### config.mk
export PLATFORM = sky130hd
export DESIGN_NAME = vip_sobel_ctrl
export DESIGN_NICKNAME = d
export VERILOG_FILES = /design/src/rtl/vip_sobel_ctrl.sv
export SDC_FILE = /design/constraint.sdc
export NUM_CORES = 1
export LEC_CHECK = 0
export BUFFER_PORTS_ARGS = -buffer_cell sky130_fd_sc_hd__buf_2
export CAP_MARGIN = 20
export CELL_PAD_IN_SITES_DETAIL_PLACEMENT = 2
export CELL_PAD_IN_SITES_GLOBAL_PLACEMENT = 2
export CORE_MARGIN = 10
export CORE_UTILIZATION = 30
export DETAILED_ROUTE_END_ITERATION = 16
export GPL_ROUTABILITY_DRIVEN = 0
export MAX_ROUTING_LAYER = met4
export PLACE_DENSITY_LB_ADDON = 0.1
export REMOVE_ABC_BUFFERS = 1
export SLEW_MARGIN = 20
export SYNTH_ARGS = -nofsm -noshare
export SYNTH_HDL_FRONTEND = slang
export SYNTH_SLANG_ARGS = --single-unit
### constraint.sdc
create_clock -name pclk -period 2.8 [get_ports pclk]
set_clock_uncertainty 0.15 [all_clocks]
set_input_delay 0.56 -clock pclk [delete_from_list [all_inputs] [get_ports pclk]]
set_output_delay 0.56 -clock pclk [all_outputs]
set_load 0.05 [all_outputs]
### src/rtl/vip_sobel_ctrl.sv
// rtl/vip_sobel_ctrl.sv - Sobel frame controller: coordinate tracking, border mask, shadowed threshold, geometry status.
// Optional edge statistics counter enabled by defining VIP_SOBEL_CTRL_STATS_EN.
module vip_sobel_ctrl #(
  parameter int BITS   = 8,
  parameter int WIDTH  = 640,
  parameter int HEIGHT = 480
) (
  input  logic            pclk,
  input  logic            rst_n,
  input  logic            cfg_en,
  input  logic [BITS-1:0] cfg_thresh,
  input  logic            cfg_binary,
  input  logic            cfg_apply,
  input  logic            in_href,
  input  logic            in_vsync,
  input  logic [BITS-1:0] in_data,
  output logic            out_href,
  output logic            out_vsync,
  output logic [BITS-1:0] out_data,
  output logic            frame_done,
  output logic [15:0]     frame_cnt,
  output logic            err_geom,
  output logic [31:0]     edge_cnt
);

  localparam logic [15:0] WIDTH_L  = 16'(WIDTH);
  localparam logic [15:0] HEIGHT_L = 16'(HEIGHT);

  typedef enum logic [1:0] {
    WAIT_VS,
    FRAME,
    LINE
  } state_t;

  state_t          state, state_nxt;
  logic [15:0]     x, y, x_nxt, y_nxt;
  logic [15:0]     x_inc, y_inc, x_end;
  logic            vs_prev, href_prev;
  logic            vs_rise, vs_fall, href_rise;
  logic            err_set, frame_end;

  logic            sh_en, sh_binary;
  logic [BITS-1:0] sh_thresh;
  logic            stg_en, stg_binary;
  logic [BITS-1:0] stg_thresh;
  logic            pending;

  logic            tracked, border, hit;
  logic [15:0]     px;
  logic [BITS-1:0] proc_data;

  // vs_prev resets high so a frame already in progress at reset is not seen as a rise
  assign vs_rise   = in_vsync & ~vs_prev;
  assign vs_fall   = ~in_vsync & vs_prev;
  assign href_rise = in_href & ~href_prev;
  assign x_inc     = (x == 16'hFFFF) ? x : x + 16'd1;
  assign y_inc     = (y == 16'hFFFF) ? y : y + 16'd1;

  always_comb begin
    state_nxt = state;
    x_nxt     = x;
    y_nxt     = y;
    x_end     = x;
    err_set   = 1'b0;
    frame_end = 1'b0;
    case (state)
      WAIT_VS: begin
        if (vs_rise) begin
          state_nxt = FRAME;
          y_nxt     = 16'd0;
        end
      end
      FRAME: begin
        if (vs_fall) begin
          frame_end = 1'b1;
          err_set   = (y != HEIGHT_L);
          state_nxt = WAIT_VS;
        end else if (href_rise) begin
          // the rise cycle carries pixel 0, so the count already includes it
          state_nxt = LINE;
          x_nxt     = 16'd1;
        end
      end
      LINE: begin
        x_end = in_href ? x_inc : x;
        if (in_href) x_nxt = x_inc;
        if (vs_fall) begin
          frame_end = 1'b1;
          err_set   = (x_end != WIDTH_L) || (y_inc != HEIGHT_L);
          y_nxt     = y_inc;
          state_nxt = WAIT_VS;
        end else if (!in_href) begin
          err_set   = (x != WIDTH_L);
          y_nxt     = y_inc;
          state_nxt = FRAME;
        end
      end
      default: state_nxt = WAIT_VS;
    endcase
  end

  assign tracked = (state != WAIT_VS);
  assign px      = (state == LINE) ? x : 16'd0;
  assign border  = (px < 16'd2) || (y < 16'd2);
  assign hit     = (in_data >= sh_thresh);

  always_comb begin
    proc_data = '0;
    if (!sh_en || !tracked) begin
      proc_data = in_data;
    end else if (border) begin
      proc_data = '0;
    end else if (hit) begin
      proc_data = sh_binary ? {BITS{1'b1}} : in_data;
    end
  end

  always_ff @(posedge pclk or negedge rst_n) begin
    if (!rst_n) begin
      state      <= WAIT_VS;
      x          <= 16'd0;
      y          <= 16'd0;
      vs_prev    <= 1'b1;
      href_prev  <= 1'b0;
      out_href   <= 1'b0;
      out_vsync  <= 1'b0;
      out_data   <= '0;
      frame_done <= 1'b0;
      frame_cnt  <= 16'd0;
      err_geom   <= 1'b0;
    end else begin
      state      <= state_nxt;
      x          <= x_nxt;
      y          <= y_nxt;
      vs_prev    <= in_vsync;
      href_prev  <= in_href;
      out_href   <= in_href;
      out_vsync  <= in_vsync;
      out_data   <= in_href ? proc_data : '0;
      frame_done <= frame_end;
      if (frame_end) frame_cnt <= frame_cnt + 16'd1;
      if (err_set) begin
        err_geom <= 1'b1;
      end else if (cfg_apply) begin
        err_geom <= 1'b0;
      end
    end
  end

  // shadow only moves on a vsync rise, so a frame always sees one configuration
  always_ff @(posedge pclk or negedge rst_n) begin
    if (!rst_n) begin
      sh_en      <= 1'b0;
      sh_thresh  <= '0;
      sh_binary  <= 1'b0;
      stg_en     <= 1'b0;
      stg_thresh <= '0;
      stg_binary <= 1'b0;
      pending    <= 1'b0;
    end else if (vs_rise && cfg_apply) begin
      sh_en      <= cfg_en;
      sh_thresh  <= cfg_thresh;
      sh_binary  <= cfg_binary;
      pending    <= 1'b0;
    end else if (vs_rise && pending) begin
      sh_en      <= stg_en;
      sh_thresh  <= stg_thresh;
      sh_binary  <= stg_binary;
      pending    <= 1'b0;
    end else if (cfg_apply) begin
      stg_en     <= cfg_en;
      stg_thresh <= cfg_thresh;
      stg_binary <= cfg_binary;
      pending    <= 1'b1;
    end
  end

`ifdef VIP_SOBEL_CTRL_STATS_EN
  logic [31:0] stat_cnt, stat_nxt;
  logic        edge_inc;

  assign edge_inc = in_href && tracked && sh_en && !border && hit;
  assign stat_nxt = (edge_inc && (stat_cnt != 32'hFFFF_FFFF)) ? stat_cnt + 32'd1 : stat_cnt;

  always_ff @(posedge pclk or negedge rst_n) begin
    if (!rst_n) begin
      stat_cnt <= 32'd0;
      edge_cnt <= 32'd0;
    end else if (frame_end) begin
      edge_cnt <= stat_nxt;
      stat_cnt <= 32'd0;
    end else begin
      stat_cnt <= stat_nxt;
    end
  end
`else
  assign edge_cnt = 32'd0;
`endif

endmodule

==> qor.yml <==
cells_and_area:
  fin_cells: 906
  diodes: 0
  nFillCells: 1921
  multi_input_comb_area_sq_um: 2840
  area_growth_pct: 20.5
  drive_gt1_frac: 0.235
  final_util: 0.367
  final_cell_mix: "77 x dfrtp_1, 62 x nand2_1, 56 x buf_4, 49 x buf_2, 42 x nor2_1"
  nNetsFinal: 716
  final_common_cell: "dfrtp_1"
  regArea_sq_um: 2110
grt:
  grt_max_degree: 34
  grt_use_total: 0.154
  grt_pass1_wl_um: 28600
  grt_pass1_vias: 5079
  antenna_found_initial: 0
  grt_overflow: 0
setup_path:
  cp_max_fo: 6
  end_kind: "flop"
  r2r_end: "err_geom"
  cp_common_cell: "nor4_2"
  r2r_slack_ps: 90
  critical-path-slowest-cell: "nor4_2"
  startpoint: "y[7]"
  critPathBufInv: 1
  cp.arrival_ps: 2780
  path_cells: "nand4_1 -> nor4_2 -> buf_4 -> nor4_2 -> xnor2_1 -> nand3_1 -> nor4_4 -> a31oi_1"
  r2r_cells: 8
  cp_top_family: "simple AND/OR/NAND/NOR gates"
  cp-endpoint: "err_geom"
  critPathMaxStageDelay_ps: 520
  cp.required_ps: 2870
  crit_path_start_kind: "flop"
  reg2reg_from: "y[7]"
  path_class: "reg2reg"
  crit_cells: 8
clock_tree:
  h-tree-depth: 3
  clock_latency_ps: 350
  cts_tree: "built"
  clock-sinks: 84
  cts_root_buffer: "clkbuf_16"
  clk_path_buf_depth: 2
  cts_buffers: 9
  cts.hold.buffers_added: 0
  cts.reportedPaths.clkPinSlew_ps: 70
placement:
  placedCellCount: 883
  io_buffers: 50
  place_ws_ps: 4.15
  hpwl_um: 13600
sta:
  finalSetupViolCount: 0
  min_period_over_period: 0.966
  fmax_ghz: 0.370
  tightest_slew_ps: 917
  period_needed_ps: 2710
  max-slew-margin-rel: 0.388
  drv_slew: 0
  hold_violations: 0
  finalWorstSetupSlack_ps: 94.4
yosys:
  synth_edf_count: 0
  syn_inst: 600
  seq_area_frac_synth: 0.401
  yosys.cell_types.count: 63
  avgSynthCellArea_sq_um: 8.75
  yosysWarningCount: 0
  synth_area_sq_um: 5250
  synth_top_flop_cell: "dfrtp_1"
  synth-seq-cells: 84
  synthArstFlopShare: 1.00
floorplan:
  row_count: 48
  dieArea_sq_um: 23200
  core-area_sq_um: 17200
  start_util: 0.305
  die_w_um: 152
  ios: 83
  die_h_um: 152
flow_run:
  max-cap-violations: 0
detailed_routing:
  via_count: 4725
  drc: 0
  via_per_inst: 5.22
  post_drt_wl_per_cell_um: 19.6
  antenna_left: 0
  dr.pass1.iters: 4
  routed_wl_um: 17800
  drt_iter0_drc: 249
power:
  leakagePower_nw: 2.90
  peakVddDrop_v: 0.000422
  powerDensity_nw_per_um2: 655
worst_hold_path:
  hold_class: "in2async"
outcome:
  status: "complete, no violations"
[stage by stage]
stage / power [mW] / area, sq um / TNS, ps / hold slack, ps
2_1_floorplan: 2.34 / 4950 / 0 / 114
3_5_place_dp: 2.85 / 5870 / 0 / 315
5_1_grt: 4.40 / 6330 / -55.0 / 32.5
4_1_cts: 4.20 / 6200 / 0 / 22.7
6_report: 4.14 / 6330 / 0 / 17.3
3_3_place_gp: 2.78 / 5870 / 0 / 305
[per-layer routing]
layer	global-route usage	wire, um	vias up
met4	0.0326	154	0
met3	0.0325	588	11
met5	-	0	-
met2	0.252	8760	85
met1	0.192	8300	2404
li1	-	-	2225
[sequential cells by signal, summed over array words and instances, names as in the netlist, 2 cells and up]
signal	count
frame_cnt	16
sh_thresh	8
stg_thresh	8
out_data	8
y	16
state	2
x	16
[where the power goes]
group          total [mW]  switching, mW  internal, mW
clock network        1.33          0.542         0.788
registers            1.49          0.139          1.35
logic                1.32          0.929         0.393
[final cells by class]
type	instances	area share
flip-flops and latches	84	0.334
inverters	25	0.0148
clock inverters	5	0.0134
well taps	225	0.0445
repair buffers	106	0.108
clock buffers	11	0.0368
multi-input cells	450	0.448
[Yosys cell counts (11+ instances only)]
| cell | number | area (sq um) |
|---|---|---|
| inv_1 | 25 | 93.8 |
| nor2_1 | 42 | 158 |
| o22ai_1 | 11 | 68.8 |
| nor3_1 | 12 | 60.1 |
| a21oi_1 | 32 | 160 |
| nand2_1 | 62 | 233 |
| ha_1 | 17 | 213 |
| clkbuf_1 | 31 | 116 |
| dfrtp_1 | 83 | 2080 |
| nand3_1 | 25 | 125 |
| xnor2_1 | 15 | 131 |
| xor2_1 | 11 | 96.3 |
| nand4_1 | 18 | 113 |
| buf_4 | 33 | 248 |
| mux2_2 | 11 | 124 |
| o21ai_0 | 37 | 185 |
[what timing repair did]
action | CTS | global route
gates resized for setup | 2 | 15
endpoints found under the setup margin | 1 | 1
pin swaps | 1 | 9
buffers inserted | 0 | 7
[how the worst min path moves through the flow]
stage                        from             to  slack [ps]
finish                      rst_n   sh_thresh[4]          20
CTS                         rst_n   sh_thresh[3]          20
detailed placement  frame_cnt[15]  frame_cnt[15]         310
global placement    frame_cnt[15]  frame_cnt[15]         310
global route                rst_n   sh_thresh[3]          30
floorplan                   rst_n       err_geom         110
[logic make-up after synthesis]
| kind of cell | count (synthesis) | synth area share |
|---|---|---|
| adder cells (fa/ha/maj) | 17 | 0.0405 |
| other | 1 | 0.000714 |
| AND/OR/NAND/NOR | 214 | 0.208 |
| XOR/XNOR | 26 | 0.0434 |
| multiplexers | 19 | 0.0388 |
| flip-flops | 84 | 0.401 |
| buffers and inverters | 97 | 0.0965 |
| AO/OA/AOI/OAI | 142 | 0.172 |
(Power assumes the default switching activity.)
